## config.mk

```make
export PLATFORM = sky130hd
export DESIGN_NAME = vsa_dmem
export DESIGN_NICKNAME = d
export VERILOG_FILES = /design/src/rtl/vsa_dmem.sv
export SDC_FILE = /design/constraint.sdc
export NUM_CORES = 1
export LEC_CHECK = 0
export BUFFER_PORTS_ARGS = -buffer_cell sky130_fd_sc_hd__buf_2
export CAP_MARGIN = 20
export CORE_MARGIN = 2
export CORE_UTILIZATION = 35
export DETAILED_ROUTE_END_ITERATION = 10
export PLACE_DENSITY = 0.54
export SLEW_MARGIN = 5
export SYNTH_ARGS = -nofsm -noshare
export SYNTH_HDL_FRONTEND = slang
export SYNTH_SLANG_ARGS = --single-unit
```

## constraint.sdc

```tcl
create_clock -name clock -period 2.1 [get_ports clock]
set_input_delay 0.42 -clock clock [delete_from_list [all_inputs] [get_ports clock]]
set_output_delay 0.42 -clock clock [all_outputs]
set_load 0.005 [all_outputs]
```

## src/rtl/vsa_dmem.sv

```systemverilog
// vsa_dmem: 32x5 data memory with a 2-entry write-through queue and write status.
module vsa_dmem #(
  parameter int AW     = 5,
  parameter int DW     = 5,
  parameter int QDEPTH = 2
) (
  input  logic          clock,
  input  logic          reset_n,
  input  logic [AW-1:0] addr,
  input  logic [DW-1:0] wdata,
  input  logic          wr,
  output logic [DW-1:0] rdata,
  output logic          wq_valid,
  output logic [AW-1:0] wq_addr,
  output logic [DW-1:0] wq_data,
  input  logic          wq_ready,
  output logic          wq_full,
  output logic          overflow,
  output logic [7:0]    wr_count
);
  typedef enum logic [1:0] {EMPTY, ONE, FULL} state_t;
  state_t        r_state, w_next;
  logic [DW-1:0] r_mem [2**AW];
  logic [AW-1:0] r_qa [QDEPTH];
  logic [DW-1:0] r_qd [QDEPTH];
  logic          r_rp, r_wp, r_ovf;
  logic [7:0]    r_cnt;
  logic          w_pop, w_acc;
  assign rdata    = r_mem[addr];
  assign wq_valid = r_state != EMPTY;
  assign wq_full  = r_state == FULL;
  assign wq_addr  = r_qa[r_rp];
  assign wq_data  = r_qd[r_rp];
  assign overflow = r_ovf;
  assign wr_count = r_cnt;
  assign w_pop    = wq_valid & wq_ready;
  // a write is queued unless the queue is full and nothing leaves this cycle
  assign w_acc    = wr & (r_state != FULL | w_pop);
  always_comb begin
    w_next = r_state;
    case (r_state)
      EMPTY:   w_next = wr ? ONE : EMPTY;
      ONE:     w_next = (wr & !w_pop) ? FULL : (w_pop & !wr) ? EMPTY : ONE;
      FULL:    w_next = (w_pop & !wr) ? ONE : FULL;
      default: w_next = EMPTY;
    endcase
  end
  always_ff @(posedge clock or negedge reset_n) begin
    if (!reset_n) begin
      r_state <= EMPTY;
      r_rp    <= 1'b0;
      r_wp    <= 1'b0;
      r_ovf   <= 1'b0;
      r_cnt   <= 8'd0;
      for (int i = 0; i < 2**AW; i++) r_mem[i] <= '0;
    end else begin
      r_state <= w_next;
      r_rp    <= r_rp ^ w_pop;
      r_wp    <= r_wp ^ w_acc;
      r_ovf   <= r_ovf | (wr & !w_acc);
      r_cnt   <= r_cnt + {7'd0, wr & (r_cnt != 8'hFF)};
      if (wr) r_mem[addr] <= wdata;
    end
  end
  always_ff @(posedge clock) begin
    if (w_acc) begin
      r_qa[r_wp] <= addr;
      r_qd[r_wp] <= wdata;
    end
  end
endmodule

```

# After elaboration in Yosys (flattened, before gate mapping)
# Memories as Yosys holds them, arrays and structs flattened.
# Cells that the tools add are included.
# Widths: inputs -> output; s select.
op_classes:
  reduce_logical: 6
  muxes: 13
  n_addsub: 1
  n_bitwise: 11
  eq_ne: 4
  order_cmp: 2
op_table:
  columns: ["operator", "n"]
  rows:
  - ["$bwmux 160", 1]
  - ["$bmux 5 s5", 1]
  - ["$demux 5 s5", 1]
  - ["$mux 5", 3]
  - ["$add 8x1->8", 1]
  - ["$ne 8x8->1 const B", 1]
  - ["$and 1x1->1", 6]
  - ["$ge 6x6->1 const B", 1]
  - ["$lt 6x1->1 const B", 1]
  - ["$not 5->6", 1]
  - ["$pmux 2 s3", 1]
  - ["$mux 1", 4]
  - ["$mux 2", 2]
  - ["$logic_not 1->1", 3]
  - ["$eq 2x1->1 const B", 1]
  - ["$eq 2x2->1 const B", 1]
  - ["$logic_not 2->1", 1]
  - ["$ne 2x2->1 const B", 1]
  - ["$or 1x1->1", 2]
  - ["$reduce_bool 2->1", 1]
  - ["$xor 1x1->1", 2]
  - ["$logic_and 1x1->1", 1]
word_totals:
  mem_count: 2
  inputBits: 14
  regBits: 173
  elab_cells: 76
  ramBits: 20
memory_table:
  columns: ["memory", "words", "word_bits", "rd", "rd_ports_with_merged_regs", "wr", "line_no", "rtl"]
  rows:
  - ["r_qa", 2, 5, 1, 0, 1, "24", "logic [AW-1:0] r_qa [QDEPTH];"]
  - ["r_qd", 2, 5, 1, 0, 1, "25", "logic [DW-1:0] r_qd [QDEPTH];"]

# Longest topological paths before layout
depth:
  depth_word: 7
  ltp_mapped: 7

# Worst setup path after synthesis
# Ideal clock, no wire load.
synth_path:
  kind: "input to output"
  from: "input addr[2]"
  to: "output rdata[0]"
  arrival_time_ns: 1.562
  path_buffers: 1
  slack_ns: 0.118
  path_stages: 5
  cell_sequence: "clkbuf_1 -> or4b_2 -> o22ai_1 -> nor4_1 -> nand2_1"
synth_between:
  elab_chain_len: 4
synth_rtl:
  columns: ["item", "line_no", "rtl"]
  rows:
  - ["from (decl)", "9", "input logic [AW-1:0] addr,"]
  - ["$not 5->6 (not written as such)", "29", "assign rdata = r_mem[addr];"]
  - ["$bmux 5 s5", "29", null]
  - ["$mux 5 (not written as such) (2 in a row)", "29", null]
  - ["to (decl)", "12", "output logic [DW-1:0] rdata,"]
# No other way between the ends. The select of a mux whose other input is x is not followed.

# Worst setup path in the final report
layout_path:
  from: "input addr[3]"
  to: "output rdata[1]"
# Same word-level chain as after synthesis.

==> impl_metrics.tcl <==
set metrics [dict create \
    slowest_stage "or4bb_4" \
    mostFrequentLayoutCells "173 x dfrtp_1, 170 x mux2_2, 63 x mux2i_1, 63 x buf_4, 32 x buf_2" \
    antenna-diode-count 0 \
    area_growth_pct 27.8 \
    max_stage_delay_ns 0.61 \
    cts_max_level 4 \
    synth_edf_count 20 \
    pwr-share-comb_pct 21.5 \
    violations "setup timing" \
    postRouteWirelength_um 22500 \
    p_int_mw 7.50 \
    yosys_warnings 0 \
    worst_slew_pin_slew_ns 0.796 \
    hold_viol_final 0 \
    power.density_mw_per_mm2 939 \
    rsz0062_at_grt "true" \
    post-route-drc-count 0 \
    setup_viol 5 \
    timing.final.crit_share_pct 108 \
    slew_violations 0 \
    synth_fp_nets 656 \
    cts.clk_slew.worst_paths_ns 0.08 \
    fmax_mhz 439 \
    syn_inst 636 \
    drtIter0Drc 331 \
    post-route-min-period_ns 2.28 \
    regArea_mm2 0.00493 \
    ios 40 \
    antenna_found_initial 0 \
    cts_sinks 193 \
    first_global_vias 6145 \
    place_inst 1041 \
    synth_seq_area_share_pct 55.8 \
    drive_gt1_share_pct 52.8 \
    worstPathRequired_ns 1.68 \
    num_vias 5745 \
    hold_path.class "in2reg" \
    initial_core_util_pct 35.4 \
    worstPathBufferInverterCount 3 \
    ir_drop_mv 0.397 \
    power.leakage_nw 4.98 \
    timing.final.ws_setup_ns -0.176 \
    multi_input_area_mm2 0.00425 \
    io_buffer_count 39 \
    num_rows 58 \
    async_flop_share_pct 89.6 \
    dieArea_mm2 0.0265 \
    ys_types 36 \
    yosys_most_used_dff "dfrtp_1" \
    die_w_um 163 \
    nFillCells 2228 \
    gp_congestion 0.826 \
    nets 762 \
    cts-root-buf "clkbuf_16" \
    start_kind "primary input" \
    cp_max_fo 8 \
    yosysTopAreaCellShare_pct 49.0 \
    p_sw_mw 3.10 \
    yosysTopAreaCell "dfrtp_1" \
    routed_via_density 5.29 \
    insertion_delay_ns 0.44 \
    finalNonFillerCells 1085 \
    cts_tree "yes" \
    avgSynthCellArea_um2 13.9 \
    critPathKind "in2out" \
    status "finished with violations" \
    finalPower_mw 10.6 \
    grt_max_degree 51 \
    ant_nets 0 \
    final_common_cell "dfrtp_1" \
    ys_seq_elements 193 \
    dr.pass1.iters 5 \
    die_h_um 163 \
    syn-cell-area_mm2 0.00883 \
    crit_arrival_ns 1.86 \
    dp_hpwl_um 15100 \
    overflow 0 \
    critPathTopFamily "simple AND/OR/NAND/NOR gates" \
    max_slew_margin_pct 46.9 \
    p_seq_share_pct 47.9 \
    crit_chain "buf_6 -> buf_4 -> or4bb_4 -> o22ai_1 -> nor4_2 -> nand2_1 -> buf_2" \
    swShare_pct 29.3 \
    grt_pass1_wl_um 35400 \
    cp-end-kind "output pin" \
    grt_use_total_pct 17.6 \
    cap_violations 0 \
    fin_skew_ns 0.00846 \
    clockBufferDepth 2 \
    coreArea_mm2 0.0250 \
    wl_per_cell_um 20.7 \
    cts_buffers 17 \
    p_clk_share_pct 30.5 \
    netlist_top_cells_area "dfrtp_1 49%, mux2_2 22%, mux2i_1 9.2%" \
]
[cell families (layout without fill, tap and decap cells)]
group           after synthesis  after routing  synth area share, %
simple gates                 96             96                 6.80
fa+ha+maj                     6              6                0.850
compound gates               44             44                 3.12
buf+inv                      39            158                 1.90
mux                         251            251                 30.8
flops                       193            193                 55.8
xor+xnor                      7              7                0.694
[synth_stat cells (all sizes together), types with 2 or more instances]
library cell	count
nor3b	2
dfrtp	173
edfxtp	20
ha	6
and3	3
or4bb	6
or2	3
mux2	170
buf	17
or4b	4
nor3	6
clkbuf	17
inv	5
nand4b	4
xnor2	6
mux2i	81
o22ai	41
nand3b	2
nand2	24
nand4	2
nor2	17
nor4	10
nand3	9
[worst register-to-register path: cells and delay by family, from the launching register on]
| family | cells | cell delay (ns) |
|---|---|---|
| AO/OA/AOI/OAI | 1 | 0.18 |
| XOR/XNOR | 1 | 0.13 |
| adder cells (fa/ha/maj) | 2 | 0.46 |
| flip-flops | 1 | 0.43 |
| AND/OR/NAND/NOR | 3 | 0.46 |
[worst paths after layout]
path                            slack, ns  depth (start not counted)   startpoint           to
max in group asynchronous            0.97                          3      reset_n    r_mem[45]
min in group asynchronous            0.50                          2      reset_n     r_mem[6]
worst max register to register       0.33                          7  wr_count[2]  wr_count[4]
worst max-delay path                -0.18                          7      addr[3]     rdata[1]
worst min register to register       0.48                          1     overflow     overflow
worst min-delay path                 0.30                          3     wq_ready         r_rp
[final cells by class]
cell class	count	area share, %
Sequential cell	193	43.7
Inverter	5	0.166
Timing Repair Buffer	121	9.61
Multi-Input combinational cell	404	37.6
Clock buffer	18	3.99
Tap cell	330	3.66
Clock inverter	14	1.29
[layer usage]
layer / GRT usage, % / vias up / share of wire [%]
met2: 29.4 / 119 / 49
met1: 23.5 / 3034 / 46
met3: 3.46 / 21 / 3.8
met5: 0 / - / 0
li1: - / 2571 / -
met4: 4.63 / 0 / 1.3
[stage by stage]
stage	setup TNS (ns)	setup WS, ns	hold WS [ns]	utilization, %	instance area, um^2
4_1_cts	-0.767	-0.185	0.287	44.9	11200
6_report	-0.775	-0.176	0.300	45.2	11300
3_5_place_dp	-3.75	-0.530	0.412	39.8	9930
2_1_floorplan	0	0.118	0.124	-	8830
5_1_grt	-0.965	-0.230	0.310	45.2	11300
3_3_place_gp	-3.15	-0.508	0.407	39.8	9930
[power by group through the flow]
stage	combinational [mW]	clock, mW	sequential [mW]
6_report	2.28	3.24	5.09
5_1_grt	2.48	3.47	5.17
4_1_cts	2.27	3.30	5.07
3_5_place_dp	2.02	0	5.12
3_3_place_gp	1.96	0	5.08
2_1_floorplan	1.30	0	4.95
[sequential cells by signal, indices dropped and copies added, names as in the netlist]
signal	cells
overflow	1
r_qa	10
r_rp	1
wr_count	8
r_qd	10
r_wp	1
r_mem	160
r_state	2
[what timing repair did]
| item | in CTS | in global routing |
|---|---|---|
| resized for setup | 100 | 14 |
| pin swaps | 24 | 9 |
| gates cloned | 3 | 0 |
| setup endpoints to repair | 5 | 5 |
| hold endpoints to repair | 46 | 0 |
| setup buffers | 6 | 2 |
| hold buffers | 1 | 0 |
Power figures use the tool's default switching activity.
